`config.mk`:
```
export PLATFORM = sky130hd
export DESIGN_NAME = button_input_flat
export DESIGN_NICKNAME = d
export VERILOG_FILES = /design/src/rtl/button_input_pkg.sv /design/src/rtl/button_input_if.sv /design/src/rtl/button_input_btn_debounce.sv /design/src/rtl/button_input.sv /design/src/flat_wrapper.sv
export SDC_FILE = /design/constraint.sdc
export NUM_CORES = 1
export LEC_CHECK = 0
export BUFFER_PORTS_ARGS = -buffer_cell sky130_fd_sc_hd__buf_4
export CAP_MARGIN = 20
export CORE_ASPECT_RATIO = 0.9
export CORE_MARGIN = 2
export CORE_UTILIZATION = 61
export CTS_CLUSTER_DIAMETER = 30
export DETAILED_ROUTE_END_ITERATION = 7
export GPL_TIMING_DRIVEN = 0
export HOLD_SLACK_MARGIN = 0.08
export PLACE_DENSITY = 0.89
export RECOVER_POWER = 25
export SLEW_MARGIN = 10
export SYNTH_ARGS = -nofsm -noshare
export SYNTH_HDL_FRONTEND = slang
export SYNTH_SLANG_ARGS = --single-unit
```
`constraint.sdc`:
```
create_clock -name clk60MHz -period 3.3 [get_ports clk60MHz]
set_clock_uncertainty 0.2 [all_clocks]
set_input_delay 0.495 -clock clk60MHz [delete_from_list [all_inputs] [get_ports clk60MHz]]
set_output_delay 0.495 -clock clk60MHz [all_outputs]
set_load 0.005 [all_outputs]
```
`src/rtl/button_input_pkg.sv`:
```
// Shared game package: throw FSM state encoding and 60 MHz derived timing constants.
package button_input_pkg;

    typedef enum logic [1:0] {
        IDLE   = 2'd0,
        CHARGE = 2'd1,
        FIRE   = 2'd2
    } throw_state_e;

    localparam int unsigned CLK_HZ              = 60_000_000;
    localparam int unsigned DEF_POWER_W         = 7;
    localparam int unsigned DEF_DEBOUNCE_CYCLES = CLK_HZ / 100;  // 10 ms
    localparam int unsigned DEF_POWER_TICK      = CLK_HZ / 200;  // 5 ms per power step
    localparam int unsigned DEF_REPEAT_CYCLES   = CLK_HZ / 4;    // 250 ms autorepeat

endpackage

```
`src/rtl/button_input_if.sv`:
```
// Board-button / game-logic bundle: raw buttons and turn enable in, control events out.
interface button_input_if
    import button_input_pkg::*;
#(
    parameter int unsigned POWER_W = DEF_POWER_W
);
    logic               btn_throw;
    logic               btn_left;
    logic               btn_right;
    logic               enable;
    logic               throw_pulse;
    logic [POWER_W-1:0] throw_power;
    logic               charging;
    logic               left_pulse;
    logic               right_pulse;

    modport master (
        output btn_throw, btn_left, btn_right, enable,
        input  throw_pulse, throw_power, charging, left_pulse, right_pulse
    );

    modport slave (
        input  btn_throw, btn_left, btn_right, enable,
        output throw_pulse, throw_power, charging, left_pulse, right_pulse
    );
endinterface

```
`src/rtl/button_input_btn_debounce.sv`:
```
// One push-button conditioner: 2-flop synchroniser, stability counter, debounced level
// with registered single-cycle rise/fall strobes aligned to the level change.
module btn_debounce
    import button_input_pkg::*;
#(
    parameter int unsigned DEBOUNCE_CYCLES = DEF_DEBOUNCE_CYCLES
) (
    input  logic clk60MHz,
    input  logic rst,
    input  logic btn,
    output logic level,
    output logic rise,
    output logic fall
);
    localparam int unsigned CNT_W = (DEBOUNCE_CYCLES > 1) ? $clog2(DEBOUNCE_CYCLES) : 1;

    logic             sync1;
    logic             sync2;
    logic [CNT_W-1:0] cnt;

    // Strobes are produced on the flip edge itself so they line up with the new level.
    always_ff @(posedge clk60MHz) begin
        if (rst) begin
            sync1 <= 1'b0;
            sync2 <= 1'b0;
            cnt   <= '0;
            level <= 1'b0;
            rise  <= 1'b0;
            fall  <= 1'b0;
        end else begin
            sync1 <= btn;
            sync2 <= sync1;
            rise  <= 1'b0;
            fall  <= 1'b0;
            if (sync2 == level) begin
                cnt <= '0;
            end else if (cnt == CNT_W'(DEBOUNCE_CYCLES - 1)) begin
                cnt   <= '0;
                level <= ~level;
                rise  <= ~level;
                fall  <= level;
            end else begin
                cnt <= cnt + CNT_W'(1);
            end
        end
    end

endmodule

```
`src/rtl/button_input.sv`:
```
// Button front end: debounces throw/left/right and runs the throw-charge FSM.
// Define BUTTON_AUTOREPEAT_EN to get periodic repeat pulses while a move button is held.
module button_input
    import button_input_pkg::*;
#(
    parameter int unsigned DEBOUNCE_CYCLES = DEF_DEBOUNCE_CYCLES,
    parameter int unsigned POWER_W         = DEF_POWER_W,
    parameter int unsigned POWER_TICK      = DEF_POWER_TICK,
    parameter int unsigned REPEAT_CYCLES   = DEF_REPEAT_CYCLES
) (
    input  logic          clk60MHz,
    input  logic          rst,
    button_input_if.slave bus
);
    localparam int unsigned TICK_W = (POWER_TICK > 1) ? $clog2(POWER_TICK) : 1;

    throw_state_e       state, state_nx;
    logic               thr_lvl, thr_rise, thr_fall;
    logic               l_lvl, l_rise, l_fall;
    logic               r_lvl, r_rise, r_fall;
    logic [POWER_W-1:0] acc, power_q;
    logic [TICK_W-1:0]  tick;
    logic               throw_pulse_q, charging_q, left_q, right_q;
    logic               throw_pulse_nx, charging_nx, left_nx, right_nx;
    logic               move_ok, rpt_left, rpt_right;
    logic               unused_ok;

    btn_debounce #(.DEBOUNCE_CYCLES(DEBOUNCE_CYCLES)) u_db_throw (
        .clk60MHz(clk60MHz), .rst(rst), .btn(bus.btn_throw),
        .level(thr_lvl), .rise(thr_rise), .fall(thr_fall)
    );
    btn_debounce #(.DEBOUNCE_CYCLES(DEBOUNCE_CYCLES)) u_db_left (
        .clk60MHz(clk60MHz), .rst(rst), .btn(bus.btn_left),
        .level(l_lvl), .rise(l_rise), .fall(l_fall)
    );
    btn_debounce #(.DEBOUNCE_CYCLES(DEBOUNCE_CYCLES)) u_db_right (
        .clk60MHz(clk60MHz), .rst(rst), .btn(bus.btn_right),
        .level(r_lvl), .rise(r_rise), .fall(r_fall)
    );

    assign move_ok = bus.enable && (state == IDLE);

`ifdef BUTTON_AUTOREPEAT_EN
    localparam int unsigned RPT_W = (REPEAT_CYCLES > 1) ? $clog2(REPEAT_CYCLES) : 1;

    logic [RPT_W-1:0] rpt_cnt, rpt_cnt_nx;
    logic             hold_one, rpt_hit;

    // Counter restarts on the initial edge so repeats are spaced from the first pulse.
    always_comb begin
        hold_one   = move_ok && (l_lvl ^ r_lvl);
        rpt_hit    = 1'b0;
        rpt_cnt_nx = '0;
        if (hold_one && !l_rise && !r_rise) begin
            if (rpt_cnt == RPT_W'(REPEAT_CYCLES - 1)) rpt_hit = 1'b1;
            else                                      rpt_cnt_nx = rpt_cnt + RPT_W'(1);
        end
    end

    always_ff @(posedge clk60MHz) begin
        if (rst) rpt_cnt <= '0;
        else     rpt_cnt <= rpt_cnt_nx;
    end

    assign rpt_left  = rpt_hit && l_lvl;
    assign rpt_right = rpt_hit && r_lvl;
    assign unused_ok = ^{thr_lvl, l_fall, r_fall};
`else
    assign rpt_left  = 1'b0;
    assign rpt_right = 1'b0;
    assign unused_ok = ^{thr_lvl, l_fall, r_fall, l_lvl, r_lvl, REPEAT_CYCLES};
`endif

    always_ff @(posedge clk60MHz) begin
        if (rst) state <= IDLE;
        else     state <= state_nx;
    end

    // Abort on enable drop wins over a same-cycle release.
    always_comb begin
        state_nx       = state;
        throw_pulse_nx = 1'b0;
        charging_nx    = 1'b0;
        left_nx        = 1'b0;
        right_nx       = 1'b0;
        case (state)
            IDLE:    if (thr_rise && bus.enable) state_nx = CHARGE;
            CHARGE:  if (!bus.enable)            state_nx = IDLE;
                     else if (thr_fall)          state_nx = FIRE;
            FIRE:    state_nx = IDLE;
            default: state_nx = IDLE;
        endcase
        throw_pulse_nx = (state_nx == FIRE);
        charging_nx    = (state_nx == CHARGE);
        left_nx        = (move_ok && l_rise && !r_rise) || rpt_left;
        right_nx       = (move_ok && r_rise && !l_rise) || rpt_right;
    end

    // Accumulator sits at zero outside CHARGE, so every charge starts from a clean slate.
    always_ff @(posedge clk60MHz) begin
        if (rst) begin
            acc           <= '0;
            tick          <= '0;
            power_q       <= '0;
            throw_pulse_q <= 1'b0;
            charging_q    <= 1'b0;
            left_q        <= 1'b0;
            right_q       <= 1'b0;
        end else begin
            throw_pulse_q <= throw_pulse_nx;
            charging_q    <= charging_nx;
            left_q        <= left_nx;
            right_q       <= right_nx;
            if (state != CHARGE) begin
                acc  <= '0;
                tick <= '0;
            end else if (tick == TICK_W'(POWER_TICK - 1)) begin
                tick <= '0;
                if (acc != '1) acc <= acc + POWER_W'(1);
            end else begin
                tick <= tick + TICK_W'(1);
            end
            if (state_nx == FIRE) power_q <= acc;
        end
    end

    assign bus.throw_pulse = throw_pulse_q;
    assign bus.throw_power = power_q;
    assign bus.charging    = charging_q;
    assign bus.left_pulse  = left_q;
    assign bus.right_pulse = right_q;

endmodule

```
`src/flat_wrapper.sv`:
```
// flat-port wrapper written by rule: the top's interface ports become plain ports
module button_input_flat import button_input_pkg::*;
#(
    parameter int unsigned DEBOUNCE_CYCLES = DEF_DEBOUNCE_CYCLES,
    parameter int unsigned POWER_W         = DEF_POWER_W,
    parameter int unsigned POWER_TICK      = DEF_POWER_TICK,
    parameter int unsigned REPEAT_CYCLES   = DEF_REPEAT_CYCLES
)
  (clk60MHz, rst, bus_btn_throw, bus_btn_left, bus_btn_right, bus_enable, bus_throw_pulse, bus_throw_power, bus_charging, bus_left_pulse, bus_right_pulse);
  button_input_if #(.POWER_W(POWER_W)) bus_i ();
  input  logic clk60MHz;
  input  logic rst;
  input wire logic [$bits(bus_i.btn_throw)-1:0] bus_btn_throw;
  input wire logic [$bits(bus_i.btn_left)-1:0] bus_btn_left;
  input wire logic [$bits(bus_i.btn_right)-1:0] bus_btn_right;
  input wire logic [$bits(bus_i.enable)-1:0] bus_enable;
  output wire logic [$bits(bus_i.throw_pulse)-1:0] bus_throw_pulse;
  output wire logic [$bits(bus_i.throw_power)-1:0] bus_throw_power;
  output wire logic [$bits(bus_i.charging)-1:0] bus_charging;
  output wire logic [$bits(bus_i.left_pulse)-1:0] bus_left_pulse;
  output wire logic [$bits(bus_i.right_pulse)-1:0] bus_right_pulse;
  assign bus_i.btn_throw = bus_btn_throw;
  assign bus_i.btn_left = bus_btn_left;
  assign bus_i.btn_right = bus_btn_right;
  assign bus_i.enable = bus_enable;
  assign bus_throw_pulse = bus_i.throw_pulse;
  assign bus_throw_power = bus_i.throw_power;
  assign bus_charging = bus_i.charging;
  assign bus_left_pulse = bus_i.left_pulse;
  assign bus_right_pulse = bus_i.right_pulse;
  button_input #(.DEBOUNCE_CYCLES(DEBOUNCE_CYCLES), .POWER_W(POWER_W), .POWER_TICK(POWER_TICK), .REPEAT_CYCLES(REPEAT_CYCLES)) u_core (.clk60MHz(clk60MHz), .rst(rst), .bus(bus_i));
endmodule
```
== Word level (Yosys, flattened, before mapping) ==
Index checks and enable logic that the tools add are counted.
Word-level totals
  logic and storage cells: 75
  bits in registers: 112
  output and inout bits: 11
Operators by class
  equality and inequality tests: 12
  bitwise gates (word level): 9
  $add $sub $neg: 5
  reduce and logical (&&, ||, !) cells: 21
  muxes and demuxes: 4
Operators by type and width (count)
  $add A20 B1 Y20 const B: 3
  $eq A20 B20 Y1 const B: 3
  $reduce_or A3 Y1: 7
  $add A19 B1 Y19 const B: 1
  $eq A19 B19 Y1 const B: 1
  $not A1 Y1: 9
  $reduce_and A2 Y1: 4
  $add A7 B1 Y7 const B: 1
  $ne A7 B7 Y1 const B: 1
  $logic_and A1 B1 Y1: 6
  $mux W2: 3
  $eq A2 B1 Y1 const B: 2
  $pmux W2 S2: 1
  $eq A1 B1 Y1: 3
  $eq A2 B2 Y1 const B: 1
  $logic_not A1 Y1: 2
  $logic_not A2 Y1: 1
  $ne A2 B1 Y1 const B: 1
  $reduce_or A2 Y1: 1

== Logic depth before layout (Yosys ltp) ==
Gate-level depths: netlist of the first run.
  word-level depth: 4
  mapped depth: 8
  depth with buffers taken out: 6

== Hierarchy ==
From an unflattened synthesis of the first run, not the netlist that was laid out.
Second synthesis, totals
  cells, all modules: 537
  area total of the unflattened synthesis: 5032.3 sq um
Modules (own cells, without submodules)
  btn_debounce: cells an instance 117, area an instance 1102.3 sq um, times used 3
  button_input: cells an instance 186, area an instance 1725.4 sq um, times used 1

== Worst setup path after synthesis of the first run ==
Ideal clock, no wire load.
  kind: register to register
  start point: register u_core.tick[5]
  end point: register u_core.acc[2]
  setup time: 0.071 ns
  required time: 3.029 ns
  data arrival time: 2.272 ns
  path buffers: 0
  stages on the path, launching flop included: 6
  path slack: 0.757 ns
  clock period less this slack: 2.543 ns
  path through: dfxtp_1 > or4b_1 > or4_4 > or4_4 > or3_1 > a21oi_1
On the way
  word-level cells in the longest chain between the ends: 2
Ends and longest elaborated chain
  start, declared: RTL line button_input.sv:22  | logic [TICK_W-1:0] tick;
  start signal, assigned: RTL line button_input.sv:121  | tick <= tick + TICK_W'(1);
  $eq A19 B19 Y1: RTL line button_input.sv:117  | end else if (tick == TICK_W'(POWER_TICK - 1)) begin
  $reduce_and A2 Y1 (no source line)
  end signal, assigned: RTL line button_input.sv:119  | if (acc != '1) acc <= acc + POWER_W'(1);
  end, declared: RTL line button_input.sv:21  | logic [POWER_W-1:0] acc, power_q;
No other way between the ends.
A chain may end at the register's enable or synchronous reset.

== Worst setup path after layout of the first run ==
  start point: register u_core.tick[11]
  end point: register u_core.tick[17]
On the way
  word-level cells in the longest chain between the ends: 2
  elaborated cells between the ends (all ways): 3
Ends and longest elaborated chain
  parallel branches: the longest is 2 deep, another holds $add A19 B1 Y19
Several ways; the timed one is not identified.

==> flow_summary.json, run 1 <==
{
  "die_h_um": 86.1,
  "grt_start_max_net_pins": 18,
  "wl_per_cell_um": 12.8,
  "finish.net_count": 539,
  "die_w_um": 95.2,
  "dr_total_vias": 3403,
  "syn_area_um2": 4560,
  "postSynthAreaPerCell_um2": 9.11,
  "grt_pass1_vias": 3048,
  "insertion_delay_ns": 0.37,
  "cts_setup_buffers": 0,
  "synth_nets": 512,
  "tightestPinTransition_ns": 0.914,
  "fin_crit_ns": 2.84,
  "ys_ff_latch": 112,
  "clkPwrFrac_pct": 38.5,
  "core_um2": 7150,
  "power_density_nw_per_um2": 449,
  "status": "finished, final reports clean",
  "p_seq_share_pct": 60.4,
  "synthFlopType": "dfxtp_1",
  "holdCritStartpoint": "bus_btn_left",
  "cts_made_buffers": 9,
  "seq_area_frac_synth_pct": 49.1,
  "pwr-share-comb_pct": 1.1,
  "cts_hold_buffers": 0,
  "whs_ns": 0.138,
  "clock_sinks": 112,
  "cts.reportedPaths.clkPinSlew_ns": 0.10,
  "gp_congestion": 0.844,
  "r2r_setup_slack_ns": 0.46,
  "fmax_mhz": 352,
  "grt-ovfl-total": 0,
  "hold_viol_final": 0,
  "p_int_mw": 1.79,
  "cts_resized": 0,
  "io-pin-count": 17,
  "layout-drive-gt1-share_pct": 7.33,
  "holdPathEnd": "u_core.u_db_left.sync1",
  "r2r-start": "u_core.tick[11]",
  "cts-root-buf": "clkbuf_8",
  "end_kind": "flip-flop",
  "dp_hpwl_um": 5730,
  "dr.pass1.iters": 4,
  "hold_path.class": "in2reg",
  "wirelength_um": 7980,
  "regArea_um2": 2240,
  "required_ns": 3.34,
  "synthCells": 501,
  "cap_violations": 0,
  "synth-edff-count": 0,
  "swShare_pct": 20.4,
  "rr_worst_depth": 7,
  "setup_viol": 0,
  "yosysUniqueCellTypes": 35,
  "slew_violations": 0,
  "rsz0062_at_grt": "no",
  "die-area_um2": 8190,
  "worstHoldPathCells": 2,
  "crit_arrival_ns": 2.88,
  "area_growth_pct": 9.68,
  "via_per_inst": 5.44,
  "htree_num_levels": 3,
  "grt_pass1_wl_um": 13500,
  "port_buffers": 16,
  "finalSetupTns_ns": 0,
  "antenna_found_initial": 0,
  "synthArstFlopShare_pct": 0,
  "critPathLaunchType": "flip-flop",
  "drt_iter0_drc": 116,
  "worst-setup-path-type": "reg2reg",
  "ys.warnings.count": 0,
  "ir_drop_mv": 0.236,
  "cts_tree": "yes",
  "ant_nets": 0,
  "p_leak_nw": 1.72,
  "fillers": 508,
  "worstReg2RegEnd": "u_core.tick[17]",
  "grt_util_all_layers_pct": 20.8,
  "multiInputGateArea_um2": 2230,
  "slew_headroom_pct": 38.6,
  "p_sw_uw": 458,
  "diodes": 0,
  "cp_max_fo": 10,
  "remaining_drc_errors": 0,
  "rows": 29,
  "initial_core_util_pct": 63.9,
  "post-route-period-util_pct": 86.1,
  "clk_path_buf_depth": 2
}
layout by cell type (no fill, tap or decap), drive strengths merged, types with 7 or more instances in the layout:
master    n
and3     15
buf       7
dfxtp   112
mux2i    13
xor2     48
and4     10
nor3     10
nand3    36
clkbuf   33
xnor2    26
nand4    20
nand2    25
inv      12
nor2b     7
nor2    108
through the flow:
step | cells | instance area [um^2] | power [mW] | utilization (%) | setup slack, ns
after floorplan | 501 | 4560 | 1.40 | - | 0.757
after global placement | 610 | 4800 | 1.41 | 67.2 | 0.559
after detailed placement | 610 | 4800 | 1.41 | 67.2 | 0.487
after CTS | 625 | 5010 | 2.27 | 70.1 | 0.436
after global routing | 625 | 5010 | 2.32 | 70.0 | 0.233
final | 625 | 5010 | 2.25 | 70.0 | 0.459
power groups by stage:
stage	registers, mW	logic, mW	clock network [mW]
finish	1.36	0.0243	0.865
global placement	1.39	0.0241	0
floorplan	1.39	0.0142	0
detailed placement	1.39	0.0248	0
global route	1.36	0.0278	0.936
CTS	1.36	0.0248	0.889
synth_stat cells (3+ instances only):
cell type    n  area (um^2)
a21oi_1      4         20.0
and3_1      15         93.8
and4_1      10         87.6
clkbuf_1    11         41.3
dfxtp_1    112         2240
ha_1         5         62.6
inv_1       11         41.3
mux2i_1     13          130
nand2_1     25         93.8
nand3_1     36          180
nand4_1     20          125
nor2_1     108          405
nor2b_1      7         43.8
nor3_1      10         50.1
nor3b_1      4         30.0
nor4_1       4         25.0
nor4bb_1     3         30.0
or2_2        3         18.8
or3_1        5         31.3
xnor2_1     26          228
xor2_1      48          420
critical path: stages, from the launching register on:
cell and delay, ns:
dfxtp_1 0.37, or4b_1 0.52, or4_4 0.51, nor3_1 0.27, or2_2 0.17, buf_2 0.18
buf_1 0.37, nor2_1 0.12
cells by family (layout without fill, tap and decap cells):
logic type	after synthesis	in the layout	synth area share, %
compound gates	8	8	1.01
xor+xnor	74	74	14.2
fa+ha+maj	5	5	1.37
buf+inv	25	56	2.08
flops	112	112	49.1
mux	13	13	2.85
simple gates	264	264	29.4
metal layers:
| metal | vias to the layer above | part of all wire (%) | wire length [um] | GRT usage (%) |
|---|---|---|---|---|
| met5 | - | 0 | 0 | 0 |
| met2 | 51 | 47 | 3760 | 33.7 |
| met4 | 0 | 1.4 | 113 | 5.80 |
| met1 | 1595 | 48 | 3850 | 26.8 |
| li1 | 1744 | - | - | - |
| met3 | 13 | 3.2 | 252 | 6.77 |
layout make-up:
class	instances	share of cell area [%]
Sequential cell	112	44.8
Clock buffer	10	2.55
Clock inverter	5	1.62
Inverter	11	0.825
Multi-Input combinational cell	364	44.5
Timing Repair Buffer	16	2.32
Tap cell	93	2.32
Buffer	14	1.07
worst max path at each step:
| stage | slack [ns] | from | endpoint |
|---|---|---|---|
| after global placement | 0.56 | u_core.tick[11] | u_core.tick[15] |
| after global routing | 0.23 | u_core.tick[5] | u_core.tick[17] |
| final | 0.46 | u_core.tick[11] | u_core.tick[17] |
| after floorplan | 0.76 | u_core.tick[5] | u_core.acc[2] |
| after detailed placement | 0.49 | u_core.tick[11] | u_core.tick[17] |
| after CTS | 0.44 | u_core.tick[5] | u_core.tick[17] |
sequential cells by signal, summed over array words and instances (netlist names), 2 cells and up:
register / flops
u_core.u_db_left.cnt: 20
u_core.u_db_right.cnt: 20
u_core.u_db_throw.cnt: 20
u_core.tick: 19
u_core.acc: 7
u_core.bus.throw_power: 7
u_core.state: 2
Note: power is estimated with default switching activity, not from simulation.
==> run 2: changes to the inputs <==
Settings changed: CAP_MARGIN 20 to default, CORE_UTILIZATION 61 to 65, PLACE_DENSITY 0.89 to 0.93.
Clock period 3.3 ns to 3.6 ns, I/O delays scaled along.
==> run 2 against run 1 <==
Effect of this change:
- worst hold slack better by 0.049 ns
- final area is 0.77% lower
- sequential power is 9% lower
- non-clock buffer count stayed put
- flip-flop and latch count stayed put
- critical path type unchanged
- largest power group unchanged
- highest routed layer unchanged
==> flow_summary.json, run 2 (synthesized netlist as in run 1, its figures left out) <==
{
  "status": "finished, final reports clean",
  "rows": 28,
  "cts_hold_buffers": 0,
  "worstHoldPathCells": 2,
  "wirelength_um": 7980,
  "wl_per_cell_um": 12.8,
  "r2r_setup_slack_ns": 0.79,
  "ant_nets": 0,
  "cts_tree": "yes",
  "path_buf_inv": 2,
  "post-route-period-util_pct": 78.1,
  "r2r-start": "u_core.tick[5]",
  "critPathLaunchType": "flip-flop",
  "via_per_inst": 5.40,
  "finalSetupTns_ns": 0,
  "cpLargestDelayFamily": "simple AND/OR/NAND/NOR gates",
  "grt_start_max_net_pins": 19,
  "cts_resized": 0,
  "fmax_mhz": 356,
  "path_depth": 7,
  "slew_violations": 0,
  "drt_iter0_drc": 104,
  "crit_path_max_incr_delay_ns": 0.54,
  "area_growth_pct": 8.83,
  "cap_violations": 0,
  "dp_slack_ns": 0.845,
  "dr.pass1.iters": 4,
  "required_ns": 3.64,
  "dp_hpwl_um": 5700,
  "antenna_found_initial": 0,
  "fillers": 491,
  "io-pin-count": 17,
  "setup_viol": 0,
  "holdCritStartpoint": "bus_btn_left",
  "layout-drive-gt1-share_pct": 7.13,
  "crit_arrival_ns": 2.85,
  "power_density_nw_per_um2": 392,
  "fin_crit_ns": 2.81,
  "holdPathEnd": "u_core.u_db_left.sync1",
  "ir_drop_mv": 0.388,
  "cts_setup_buffers": 0,
  "p_leak_nw": 1.70,
  "dr_total_vias": 3365,
  "port_buffers": 16,
  "finalNonFillerCells": 623,
  "rsz0062_at_grt": "no",
  "total_power_mw": 1.95,
  "cts-root-buf": "clkbuf_8",
  "end_kind": "flip-flop",
  "worstReg2RegEnd": "u_core.tick[12]",
  "diodes": 0,
  "final_common_cell": "dfxtp_1",
  "cp_max_fo": 10,
  "grt_util_all_layers_pct": 21.6,
  "worst-setup-path-type": "reg2reg",
  "multiInputGateArea_um2": 2230,
  "grt_pass1_wl_um": 13600,
  "clk_path_buf_depth": 2,
  "cp_slowest_cell": "or4b_1",
  "die_h_um": 83.5,
  "die_w_um": 92.3,
  "tightestPinTransition_ns": 0.923,
  "htree_num_levels": 3,
  "reg.largest.list": "u_core.u_db_left.cnt x20, u_core.u_db_right.cnt x20, u_core.u_db_throw.cnt x20",
  "remaining_drc_errors": 0,
  "hold_viol_final": 0,
  "finish.net_count": 539,
  "finalWorstSetupSlack_ns": 0.790,
  "die-area_um2": 7710,
  "crit_chain": "or4b_1 -> or4_4 -> nor3_1 -> or2_2 -> buf_2 -> buf_1 -> nor2_1",
  "cts.reportedPaths.clkPinSlew_ns": 0.10,
  "initial_core_util_pct": 68.2,
  "grt_pass1_vias": 3167,
  "grt-ovfl-total": 0,
  "slew_headroom_pct": 37.9,
  "dp.cells": 607,
  "insertion_delay_ns": 0.37,
  "core_um2": 6690,
  "regArea_um2": 2240,
  "gp_congestion": 0.811,
  "hold_path.class": "in2reg",
  "final_cell_mix": "dfxtp_1, nor2_1, xor2_1, nand3_1, xnor2_1",
  "clock_sinks": 112,
  "rr_worst_depth": 7,
  "cts_made_buffers": 9
}
## run 2: power breakdown
group	internal [mW]	switching [mW]
registers	1.24	0.00260
logic	0.00803	0.0143
clock network	0.276	0.403
## run 2: stage by stage
stage	utilization [%]	cell area (um^2)	hold WS, ns
2_1_floorplan	-	4560	0.188
3_3_place_gp	71.7	4800	0.197
3_5_place_dp	71.7	4800	0.209
4_1_cts	74.4	4980	0.167
5_1_grt	74.2	4970	0.158
6_report	74.2	4970	0.187
## run 2: final cells by class
type	instances	share of cell area [%]
Clock buffer	11	2.85
Timing Repair Buffer	16	2.19
Buffer	14	1.08
Inverter	11	0.831
Tap cell	90	2.27
Clock inverter	5	0.806
Sequential cell	112	45.1
Multi-Input combinational cell	364	44.8
## run 2: how the worst max path moves through the flow
stage	start	endpoint	slack, ns
finish	u_core.tick[5]	u_core.tick[12]	0.79
global placement	u_core.tick[11]	u_core.tick[15]	0.86
CTS	u_core.tick[5]	u_core.tick[12]	0.79
detailed placement	u_core.tick[5]	u_core.tick[15]	0.85
global route	u_core.tick[5]	u_core.tick[16]	0.59
floorplan	u_core.tick[5]	u_core.acc[2]	1.06
## run 2: routing by layer
metal	vias up	wire, um	track usage (%)
li1	1747	-	-
met3	5	274	6.41
met4	0	57	5.97
met5	-	0	0
met2	44	3740	36.0
met1	1569	3910	27.3
==> run 3: changes to the inputs <==
Settings changed: ABC_AREA from default to 1, CORE_UTILIZATION 65 to 62, PLACE_DENSITY 0.93 to 0.9.
Clock period 3.6 ns to 2.75 ns, I/O delays scaled along.
==> run 3 against run 2 <==
Effect of this change:
- synthesized cell count rose by 50%
- via count rose by 42%
- worst hold slack got worse by 0.054 ns
- flip-flop and latch count did not move
- maximum frequency rose by 32%
- count of clock-buffer cells in the layout fell by 2
- synthesized area rose by 17%
- sequential power rose by 31%
- critical path depth did not move
- largest power group unchanged
==> flow_summary.json, run 3 <==
{
  "status": "finished, final reports clean",
  "cp_max_fo": 10,
  "synthArstFlopShare_pct": 0,
  "grt_pass1_wl_um": 19000,
  "setup_viol": 0,
  "ant_nets": 0,
  "gp_congestion": 0.921,
  "synth_top_cell_by_area": "dfxtp_1",
  "grt_pass1_vias": 4624,
  "cts_made_buffers": 9,
  "p_int_mw": 2.01,
  "ys.warnings.count": 0,
  "critPathLaunchType": "flip-flop",
  "cts-root-buf": "clkbuf_8",
  "yosysUniqueCellTypes": 37,
  "final_cell_mix": "nand2_1, nor2_1, dfxtp_1, inv_1, nand3_1",
  "final_common_cell": "nand2_1",
  "grt_util_all_layers_pct": 24.8,
  "swShare_pct": 24.5,
  "antenna_found_initial": 0,
  "port_buffers": 16,
  "slew_violations": 0,
  "drt_iter0_drc": 225,
  "dr.pass1.iters": 5,
  "fin_crit_ns": 2.13,
  "synth-edff-count": 0,
  "synthCells": 751,
  "grt-ovfl-total": 0,
  "die-area_um2": 9400,
  "remaining_drc_errors": 0,
  "multiInputGateArea_um2": 2690,
  "htree_num_levels": 3,
  "synth_top_area_share_pct": 41.9,
  "grt_start_max_net_pins": 23,
  "worst-setup-path-type": "reg2reg",
  "clk_path_buf_depth": 2,
  "hold_viol_final": 0,
  "fmax_mhz": 470,
  "reg.largest.list": "u_core.u_db_left.cnt x20, u_core.u_db_right.cnt x20, u_core.u_db_throw.cnt x20",
  "dp_hpwl_um": 8030,
  "core_um2": 8490,
  "finalWorstSetupSlack_ns": 0.624,
  "r2r_setup_slack_ns": 0.62,
  "regArea_um2": 2240,
  "ys_ff_latch": 112,
  "ys_top_cells_by_count": "nand2_1, nor2_1, dfxtp_1, inv_1, nand3_1",
  "postSynthAreaPerCell_um2": 7.13,
  "tightestPinTransition_ns": 0.454,
  "worstHoldPathCells": 3,
  "rsz0062_at_grt": "no",
  "finish.net_count": 792,
  "required_ns": 2.83,
  "area_growth_pct": 8.90,
  "diodes": 0,
  "hold_path.class": "in2reg",
  "rr_worst_depth": 7,
  "clock_sinks": 112,
  "pwr-share-comb_pct": 1.5,
  "cap_violations": 0,
  "p_seq_share_pct": 61.3,
  "synthMostInstantiatedCell": "nand2_1",
  "wirelength_um": 10800,
  "clkPwrFrac_pct": 37.2,
  "end_kind": "flip-flop",
  "synth_nets": 762,
  "ir_drop_mv": 0.364,
  "dr_total_vias": 4784,
  "post-route-period-util_pct": 77.3,
  "slew_headroom_pct": 69.7,
  "wl_per_cell_um": 12.0,
  "io-pin-count": 17,
  "placed_area_um2": 5630,
  "insertion_delay_ns": 0.39,
  "die_w_um": 102,
  "finalSetupTns_ns": 0,
  "p_sw_uw": 650,
  "power_density_nw_per_um2": 456,
  "final_cell_area_um2": 5830,
  "synthFlopType": "dfxtp_1",
  "die_h_um": 92.2,
  "fillers": 689,
  "synth.area.top_cells": "dfxtp_1, nand2_1, nor2_1",
  "seq_area_frac_synth_pct": 41.9,
  "layout-drive-gt1-share_pct": 10.7,
  "cts.reportedPaths.clkPinSlew_ns": 0.11,
  "cts_tree": "yes",
  "crit_arrival_ns": 2.21,
  "cp_slowest_cell": "dfxtp_1",
  "crit_chain": "ha_1 -> nand2_1 -> nor2_1 -> nand3_1 -> nand2_1 -> buf_6 -> nor2_1",
  "syn_area_um2": 5360,
  "p_leak_nw": 1.98,
  "dp_slack_ns": 0.876,
  "rows": 32,
  "via_per_inst": 5.29,
  "initial_core_util_pct": 63.1,
  "crit_path_max_incr_delay_ns": 0.37
}
==> run 3: changes by cell type after synthesis, sizes merged, moves of 12 or more <==
| cell | change |
|---|---|
| nor2 | +65 |
| a21oi | +32 |
| mux2i | -13 |
| o21ai | +12 |
| nand3 | +15 |
| and3 | -14 |
| nand2 | +143 |
| inv | +78 |
| xor2 | -26 |
| xnor2 | -17 |
==> run 3: cells by family after synthesis <==
family	share of synthesized area [%]
compound gates	5.21
xor+xnor	5.07
buf+inv	7.38
fa+ha+maj	1.17
flops	41.9
simple gates	39.3
==> run 3: per-stage QoR <==
stage	power [mW]	std cells	utilization [%]	hold slack, ns
floorplan	1.69	751	-	0.188
global placement	1.70	886	66.3	0.199
detailed placement	1.70	886	66.3	0.196
CTS	2.69	905	69.0	0.115
global route	2.76	905	68.7	0.131
finish	2.66	905	68.7	0.133
==> run 3: cell type report <==
cell class | instances | area share, %
plain buffers | 8 | 1.03
clock buffers | 9 | 2.12
clock inverters | 7 | 1.39
inverters | 89 | 5.73
multi-input cells | 542 | 46.2
flip-flops and latches | 112 | 38.4
well taps | 119 | 2.55
repair buffers | 19 | 2.57
==> run 3: path summary, 6_finish.rpt <==
kind | start | to
worst max-delay path | u_core.tick[0] | u_core.tick[10]
worst min register to register | u_core.u_db_throw.sync1 | u_core.u_db_throw.sync2
worst min-delay path | bus_enable | u_core.state[0]
worst max register to register | u_core.tick[0] | u_core.tick[10]
==> run 3: critical path: cells and delay by family, from the launching register on <==
family | cells | cell delay [ns]
buffers and inverters | 1 | 0.20
and+or+nand+nor | 5 | 0.99
DFF | 1 | 0.37
adders and majority gates | 1 | 0.25
==> run 3: routing by layer <==
metal / wire length (um) / track usage (%) / vias to the layer above / share of wire [%]
met1: 4740 / 29.7 / 2182 / 44
li1: - / - / 2432 / -
met4: 267 / 11.9 / 0 / 2.5
met5: 0 / 0 / - / 0
met2: 5300 / 41.3 / 141 / 49
met3: 537 / 6.10 / 29 / 5.0
==> run 3: power groups by stage <==
stage | sequential (mW) | combinational, mW | clock, mW
after global placement | 1.67 | 0.0352 | 0
final | 1.63 | 0.0394 | 0.989
after global routing | 1.63 | 0.0440 | 1.08
after detailed placement | 1.67 | 0.0365 | 0
after floorplan | 1.67 | 0.0230 | 0
after CTS | 1.63 | 0.0400 | 1.02
==> run 3: repair_timing <==
action / 4_1_cts / 5_1_grt
gates resized for setup: 0 / 0
hold buffers: 3 / 0
endpoints found under the setup margin: 0 / 0
setup buffers: 0 / 0
hold endpoints to repair: 3 / 0
